==> src/rtl/ex_alu_if.sv <==
// Handshake/data bundle between an issuing stage and the EX ALU stage.
interface ex_alu_if;
  logic        stall;
  logic        flush;
  logic        in_valid;
  logic [1:0]  op;
  logic [15:0] a;
  logic [15:0] b;
  logic        out_valid;
  logic [15:0] result;
  logic [2:0]  flags;

  modport master (
    output stall, flush, in_valid, op, a, b,
    input  out_valid, result, flags
  );

  modport slave (
    input  stall, flush, in_valid, op, a, b,
    output out_valid, result, flags
  );
endinterface

==> src/rtl/ex_alu_stage.sv <==
// Single-cycle registered ALU stage: ADD/SUB/XOR/PADDSB with optional saturation,
// {Z,V,N} flags, and flush-over-stall pipeline control.
module ex_alu_stage #(
  parameter bit SATURATE = 1'b1
) (
  input  logic     clk,
  input  logic     rst,
  ex_alu_if.slave  bus
);

  localparam logic [1:0] OP_ADD = 2'b00;
  localparam logic [1:0] OP_SUB = 2'b01;
  localparam logic [1:0] OP_XOR = 2'b10;
  localparam logic [1:0] OP_PAD = 2'b11;

  logic        r_out_valid;
  logic [15:0] r_result;
  logic [2:0]  r_flags;

  logic [15:0] w_opb;
  logic [15:0] w_sum;
  logic        w_ovf;
  logic [15:0] w_addsub;
  logic [15:0] w_pad;
  logic [15:0] w_res;
  logic [2:0]  w_flags;

  // Next result and flags for the instruction currently on the inputs.
  always_comb begin
    logic [3:0] v_nib;
    logic       v_novf;
    // SUB negates b in 16 bits, so b = 0x8000 stays a negative operand.
    w_opb = (bus.op == OP_SUB) ? (~bus.b + 16'd1) : bus.b;
    w_sum = bus.a + w_opb;
    w_ovf = (bus.a[15] == w_opb[15]) && (w_sum[15] != bus.a[15]);
    if (SATURATE && w_ovf) begin
      w_addsub = bus.a[15] ? 16'h8000 : 16'h7FFF;
    end else begin
      w_addsub = w_sum;
    end

    w_pad = 16'h0000;
    for (int i = 0; i < 4; i++) begin
      v_nib  = bus.a[4*i +: 4] + bus.b[4*i +: 4];
      v_novf = (bus.a[4*i+3] == bus.b[4*i+3]) && (v_nib[3] != bus.a[4*i+3]);
      if (SATURATE && v_novf) begin
        w_pad[4*i +: 4] = bus.a[4*i+3] ? 4'h8 : 4'h7;
      end else begin
        w_pad[4*i +: 4] = v_nib;
      end
    end

    case (bus.op)
      OP_ADD, OP_SUB: begin
        w_res   = w_addsub;
        w_flags = {(w_addsub == 16'h0000), w_ovf, w_addsub[15]};
      end
      OP_XOR: begin
        w_res   = bus.a ^ bus.b;
        w_flags = {((bus.a ^ bus.b) == 16'h0000), r_flags[1:0]};
      end
      OP_PAD: begin
        w_res   = w_pad;
        w_flags = r_flags;
      end
      default: begin
        w_res   = 16'h0000;
        w_flags = r_flags;
      end
    endcase
  end

  // Output register with rst > flush > stall > normal priority.
  always_ff @(posedge clk or posedge rst) begin
    if (rst) begin
      r_out_valid <= 1'b0;
      r_result    <= 16'h0000;
      r_flags     <= 3'b000;
    end else if (bus.flush) begin
      r_out_valid <= 1'b0;
    end else if (!bus.stall) begin
      r_out_valid <= bus.in_valid;
      if (bus.in_valid) begin
        r_result <= w_res;
        r_flags  <= w_flags;
      end
    end
  end

  assign bus.out_valid = r_out_valid;
  assign bus.result    = r_result;
  assign bus.flags     = r_flags;

endmodule

==> src/flat_wrapper.sv <==
// flat-port wrapper written by rule: the top's interface ports become plain ports
module ex_alu_stage_flat 
#(
  parameter bit SATURATE = 1'b1
)
  (clk, rst, bus_stall, bus_flush, bus_in_valid, bus_op, bus_a, bus_b, bus_out_valid, bus_result, bus_flags);
  ex_alu_if bus_i ();
  input  logic clk;
  input  logic rst;
  input wire logic [$bits(bus_i.stall)-1:0] bus_stall;
  input wire logic [$bits(bus_i.flush)-1:0] bus_flush;
  input wire logic [$bits(bus_i.in_valid)-1:0] bus_in_valid;
  input wire logic [$bits(bus_i.op)-1:0] bus_op;
  input wire logic [$bits(bus_i.a)-1:0] bus_a;
  input wire logic [$bits(bus_i.b)-1:0] bus_b;
  output wire logic [$bits(bus_i.out_valid)-1:0] bus_out_valid;
  output wire logic [$bits(bus_i.result)-1:0] bus_result;
  output wire logic [$bits(bus_i.flags)-1:0] bus_flags;
  assign bus_i.stall = bus_stall;
  assign bus_i.flush = bus_flush;
  assign bus_i.in_valid = bus_in_valid;
  assign bus_i.op = bus_op;
  assign bus_i.a = bus_a;
  assign bus_i.b = bus_b;
  assign bus_out_valid = bus_i.out_valid;
  assign bus_result = bus_i.result;
  assign bus_flags = bus_i.flags;
  ex_alu_stage #(.SATURATE(SATURATE)) u_core (.clk(clk), .rst(rst), .bus(bus_i));
endmodule
==> config.mk <==
export PLATFORM = sky130hd
export DESIGN_NAME = ex_alu_stage_flat
export DESIGN_NICKNAME = d
export VERILOG_FILES = /design/src/rtl/ex_alu_if.sv /design/src/rtl/ex_alu_stage.sv /design/src/flat_wrapper.sv
export SDC_FILE = /design/constraint.sdc
export NUM_CORES = 1
export LEC_CHECK = 0
export CORE_MARGIN = 4
export CORE_UTILIZATION = 25
export CTS_CLUSTER_SIZE = 10
export DETAILED_ROUTE_END_ITERATION = 12
export PLACE_DENSITY = 0.55
export SLEW_MARGIN = 20
export SYNTH_ARGS = -nofsm -noshare
export SYNTH_HDL_FRONTEND = slang
export SYNTH_SLANG_ARGS = --single-unit
==> constraint.sdc <==
create_clock -name clk -period 1 [get_ports clk]
set_input_delay 0.2 -clock clk [delete_from_list [all_inputs] [get_ports clk]]
set_output_delay 0.2 -clock clk [all_outputs]
set_load 0.01 [all_outputs]
# Word-level counts from Yosys, hierarchy flattened
# Index checks and enable logic that the tools add are counted.
classes:
  n_reduce_logical: 12
  n_bitwise: 6
  n_addsub: 6
  n_eq_ne: 14
  n_mux: 15
op_table:
  columns: ["op", "n"]
  rows:
  - ["2-to-1 mux 16 bit", 3]
  - ["one-hot mux 16 bit (3 select lines)", 1]
  - ["zero test 16 bit", 2]
  - ["2-to-1 mux 4 bit", 8]
  - ["adder 16 x 1 -> 16 bit (second input constant)", 1]
  - ["adder 16 bit", 1]
  - ["adder 4 bit", 4]
  - ["inverter 16 bit", 1]
  - ["bitwise XOR 16 bit", 1]
  - ["one-hot mux 3 bit (2 select lines)", 1]
  - ["equality test 1 bit", 5]
  - ["logical AND 1 bit", 5]
  - ["inequality test 1 bit", 5]
  - ["AND reduction 5 bit", 1]
  - ["equality test 2 bit (second input constant)", 2]
  - ["inverter 1 bit", 4]
  - ["AND reduction 4 bit", 1]
  - ["AND reduction 3 bit", 1]
  - ["equality test 2 x 1 -> 1 bit (second input constant)", 1]
  - ["zero test 2 bit", 1]
  - ["2-to-1 mux 1 bit", 2]
  - ["inequality test 2 x 1 -> 1 bit (second input constant)", 1]
  - ["OR reduction 2 bit", 1]
totals:
  reg_bits: 20
  input_bits: 39
  out_inout_bits: 20
  word_cells: 57

# Logic depth before layout (Yosys ltp)
logic_depth:
  word_depth: 9
  depth_mapped: 15

# Least setup slack after synthesis
# Ideal clock, no wire load.
synth_timing:
  path_kind: "input-to-reg"
  start: "input port bus_op[0]"
  end: "register u_core.r_flags[2], in the netlist u_core.bus.flags[2]"
  slack_ps: -2590
  arrival_ps: 3494
  path_buffers: 2
  setup_ps: 95
  path_stages: 14
  path_cell_list: "clkbuf_1 > inv_1 > nor2_1 > clkbuf_1 > o21ai_0 > fa_1 > a21o_1 > a21o_1 > xor2_1 > or4b_1 > a21oi_1 > nand4_1 > or4_1 > o31ai_1"
synth_via:
  elab_chain_len: 8
synth_lines:
  columns: ["item", "line_no", "source"]
  rows:
  - ["start, declared", "flat_wrapper.sv:13", "input wire logic [$bits(bus_i.op)-1:0] bus_op;"]
  - ["equality test 2 x 1 -> 1 bit", "ex_alu_stage.sv:33, ex_alu_stage.sv:53", null]
  - ["2-to-1 mux 16 bit", "ex_alu_stage.sv:33", "w_opb = (bus.op == OP_SUB) ? (~bus.b + 16'd1) : bus.b;"]
  - ["adder 16 bit", "ex_alu_stage.sv:34", "w_sum = bus.a + w_opb;"]
  - ["inequality test 1 bit", "ex_alu_stage.sv:35", "w_ovf = (bus.a[15] == w_opb[15]) && (w_sum[15] != bus.a[15]);"]
  - ["logical AND 1 bit", "ex_alu_stage.sv:35", null]
  - ["2-to-1 mux 16 bit", "ex_alu_stage.sv:36", "if (SATURATE && w_ovf) begin"]
  - ["zero test 16 bit", "ex_alu_stage.sv:56", "w_flags = {(w_addsub == 16'h0000), w_ovf, w_addsub[15]};"]
  - ["one-hot mux 3 bit (2 select lines)", "ex_alu_stage.sv:53", "case (bus.op)"]
  - ["end signal, assigned", "ex_alu_stage.sv:85", "r_flags <= w_flags;"]
  - ["end, declared", "ex_alu_stage.sv:18", "logic [2:0] r_flags;"]
# Parallel ways exist; a longest one is shown, timed or not. The select of a mux whose other input is x is not followed.
# A chain may end at the register's enable or synchronous reset.

# Worst setup path in the final report
# Same ends and word-level chain as after synthesis.

==> results <==
- From synthesis to final layout, the design area changed by 88.2%.
- The first-pass GRT wire length is 18400 µm.
- The commonest non-fill, non-tap cell in the layout is buf_4.
- The switching portion of total power is 38.3%.
- Global routing used 21.2% of the available met1 tracks.
- The core area is 10500 µm².
- For this design, the sink count on the clock tree is 20.
- Power spread over the standard cell area amounts to 1080 nW/µm².
- STA classifies the critical path startpoint as an input port.
- The congestion estimate from routability-driven global placement came to 0.906.
- The worst path required time is 1.17 ns.
- TritonCTS built the clock tree.
- Setup repair after global routing could not meet its margin everywhere.
- The y dimension of the die is 113 µm.
- The routed design has 11200 µm of wire.
- The via count of the routed design is 3542.
- The analysis attributes to net switching a power of 2.13 mW.
- The data arrival time at the worst-slack endpoint is 3.26 ns.
- The total power consumption of the routed design is 5.57 mW.
- The share of flip-flops with an asynchronous set or reset after synthesis is 100%.
- The critical path in this run is classified as input port to flip-flop.
- After layout, the worst setup slack is -2.09 ns.
- Registers take 500 µm².
- The per-cell via count in the routed design is 5.02.
- The largest net degree at the start of global routing is 21.
- The post-cts hold buffer count is 0.
- After synthesis the netlist holds a flip-flop and latch count of 20.
- The die covers 12700 µm².
- The number of ports placed on the die boundary is 59.
- Before CTS, the worst setup slack after placement is -2.73 ns.
- The aggregate global routing overflow is 0.
- At the end of the flow, the number of nets in the layout was 643.
- The share of the Yosys chip area taken by registers is 18.2%.
- The Yosys step of the flow raised 0 warnings.
- The run finished, with violations left.
- The tool flagged a number of max-cap violations equal to 0.
- The number of nets still failing antenna checks after routing is 0.
- The TritonCTS buffer count is 3.
- In the layout the commonest cells are buf_4 (151), nor2_1 (28), a21oi_1 (26).
- The longest clock path from root to sink contains 2 buffers.
- The register-to-register setup slack is -0.02 ns.
- The floorplan has 37 rows.
- In the final layout, the multi-input gates occupy 2610 µm².
- The final setup violation count is 22.
- The global-route layer with the greatest usage is met2.
- The source-to-sink clock delay at the later pin of the worst-skew pair is 0.25 ns.
- The maximum level of the CTS H-tree is 1.
- The horizontal extent of the die is 113 µm.
- Combinational logic burns 70.7% of the power.
- The final reports fail on negative setup slack.
- The wire-length estimate of the detail-placed layout is 8710 µm.
- The hold violation total from the final report came to 0.
- The worst pin sits at a relative slew slack of 62.2%.
- The number of distinct library cells after synthesis is 54.
- The worst path in the final design needs a cycle of 3.09 ns, including I/O delays and setup.
- The cell area after technology mapping is 2750 µm².
- The largest clock skew in the final design is 0 ns.
- The instance count of the mapped netlist is 354.
- The maximum fanout encountered on the critical timing path is 4.
- Input and output buffers added on the ports amount to 58.
- Dividing the detail-routed wire length by the instance count gives 15.8 µm.
- The met2 demand-to-capacity share in global routing is 32.1%.
- The cell sitting at the root of the clock tree is a clkbuf_8.
- The DRC violation count after routing is 0.
- The critical path capture point type is a flip-flop.
- The clock network burns 9.5% of the power.
- The depth of the worst register-to-register path is 3.
- The post-synthesis net count is 425.
- The overall fraction of global-route tracks in use is 17.3%.
- The launch point of the critical path is bus_op[0].
- Cell internal power was estimated by the tool at 3.44 mW.
- The maximum clock frequency is 0.323 GHz.
- The starting density of the core is 26.1%.
- The share of the cycle needed by the critical path after routing is 309%.
- The max-slew violation total from the final report came to 0.
- The worst register-to-register path begins at u_core.bus.flags[2]$_DFFE_PP0P_.
- The worst min-delay path class is input port to async pin.
- Clock-pin slew was measured on the worst setup and hold paths at 0.07 ns.
- For met3 alone, demand over resource in global routing was 2.78%.
- The first-pass iteration count of the detailed router is 6.
- The pin slew with the least headroom to its limit is 0.553 ns.
- The leakage power of the design is 2.39 nW.
- The number of violations reported at the end of detailed-routing iteration 0 is 165.
- The antenna diode instance count is 0.
- The filler cell count is 997.
- In this run, flip-flops and latches consume 19.8% of the power.
- The prevailing post-synth register cell is dfrtp_1.
- The mean instance size in the synthesized netlist is 7.75 µm².
- The number of flops mapped to enable cells by yosys is 0.
- The endpoint of the lowest-slack register-to-register path is u_core.bus.flags[2]$_DFFE_PP0P_.
- The maximum ir drop on the vdd rail is 555 µV.
- In the final layout, the share of cells above drive strength 1 is 48.8%.
- Following the worst setup path forward leads to its endpoint at u_core.bus.flags[2]$_DFFE_PP0P_.
- The number of global-route vias before repair was 3777.
- The number of antenna violations at the first check in global routing came to 0.
[synthesized netlist by cell type, types with 2 or more instances]
master,n,area share (%)
inv_1,19,2.6
a21o_1,15,4.1
a221oi_1,2,0.64
a31oi_1,4,0.91
a21oi_1,38,6.9
fa_1,5,3.6
xnor2_1,19,6.1
o221ai_1,3,0.96
o32a_1,2,0.73
nand3_1,3,0.55
o211ai_1,7,1.9
nand4_1,3,0.68
mux2i_1,2,0.73
dfrtp_1,20,18
nand2_1,31,4.2
xor2_1,8,2.6
nor3_1,6,1.1
nor4_1,6,1.4
and3_1,8,1.8
o21a_1,5,1.4
a211o_1,4,1.3
nand2b_1,3,0.68
o31ai_1,7,1.9
ha_1,27,12
clkbuf_1,8,1.1
a2111oi_0,2,0.64
nor2_1,32,4.4
o21ai_0,30,5.5
and2_1,4,0.91
a211oi_1,5,1.4
or3_1,3,0.68
[worst min path at each step]
stage | end | start
4_1_cts | u_core.bus.result[2]$_DFFE_PP0P_ | rst
2_1_floorplan | u_core.bus.flags[0]$_DFFE_PP0P_ | rst
5_1_grt | u_core.bus.result[11]$_DFFE_PP0P_ | rst
3_5_place_dp | u_core.bus.flags[1]$_DFFE_PP0P_ | u_core.bus.flags[1]$_DFFE_PP0P_
3_3_place_gp | u_core.bus.flags[1]$_DFFE_PP0P_ | u_core.bus.flags[1]$_DFFE_PP0P_
6_report | u_core.bus.result[3]$_DFFE_PP0P_ | rst
[metal layers]
layer	up-vias	part of all wire, %
met1	1660	41
met2	105	52
li1	1753	-
met5	-	0
met3	24	4.9
met4	0	1.8
[layout make-up]
cell class / count / area share (%)
sequential: 20 / 9.69
timing repair buffer: 223 / 34.3
inverter: 19 / 1.38
clock buffer: 3 / 0.799
multi-input combinational: 305 / 50.5
tap: 136 / 3.29
[repair_timing]
item / 4_1_cts / 5_1_grt
pin swaps: 57 / 20
endpoints found under the setup margin: 39 / 38
setup buffers: 28 / 12
gates resized for setup: 191 / 41
endpoints found under the hold margin: 0 / 0
[state kept, by name, indices dropped and copies added (netlist names)]
name and flops:
u_core.bus.flags 3, u_core.bus.out_valid 1, u_core.bus.result 16
[critical path, stage by stage]
cell and delay, ns:
buf_4 0.13, buf_6 0.12, nand2_4 0.07, nor2_2 0.04
xor2_1 0.15, ha_1 0.34, a21o_1 0.19, buf_4 0.14
a41oi_2 0.21, a21oi_2 0.11, buf_4 0.14, a31o_4 0.27
xnor2_4 0.17, nand4_1 0.13, or4_4 0.59, o31ai_4 0.25
[power by group through the flow]
stage               Clock, mW  Combinational [mW]  Sequential (mW)
finish                  0.527                3.94             1.10
global route            0.573                4.26             1.13
CTS                     0.545                3.59             1.10
detailed placement          0                3.11             1.13
global placement            0                3.09             1.13
floorplan                   0                1.29             1.19
[cell families after synthesis]
logic type | Yosys count | synth area share [%]
AO/OA/AOI/OAI | 137 | 33.1
XOR/XNOR | 27 | 8.61
AND/OR/NAND/NOR | 107 | 19.1
buffers and inverters | 29 | 4.28
multiplexers | 2 | 0.729
adder cells (fa/ha/maj) | 32 | 16.0
flip-flops | 20 | 18.2
[metrics by stage]
step	TNS, ns	std cells	hold WS, ns	util (%)	area [µm²]
after global routing	-39.77	706	0.280	49.2	5170
after CTS	-36.14	694	0.260	46.3	4860
final	-37.02	706	0.256	49.2	5170
after global placement	-52.07	663	0.488	42.4	4450
after floorplan	-38.91	354	0.164	-	2810
after detailed placement	-52.48	663	0.488	42.4	4450
Power figures use the tool's default switching activity.
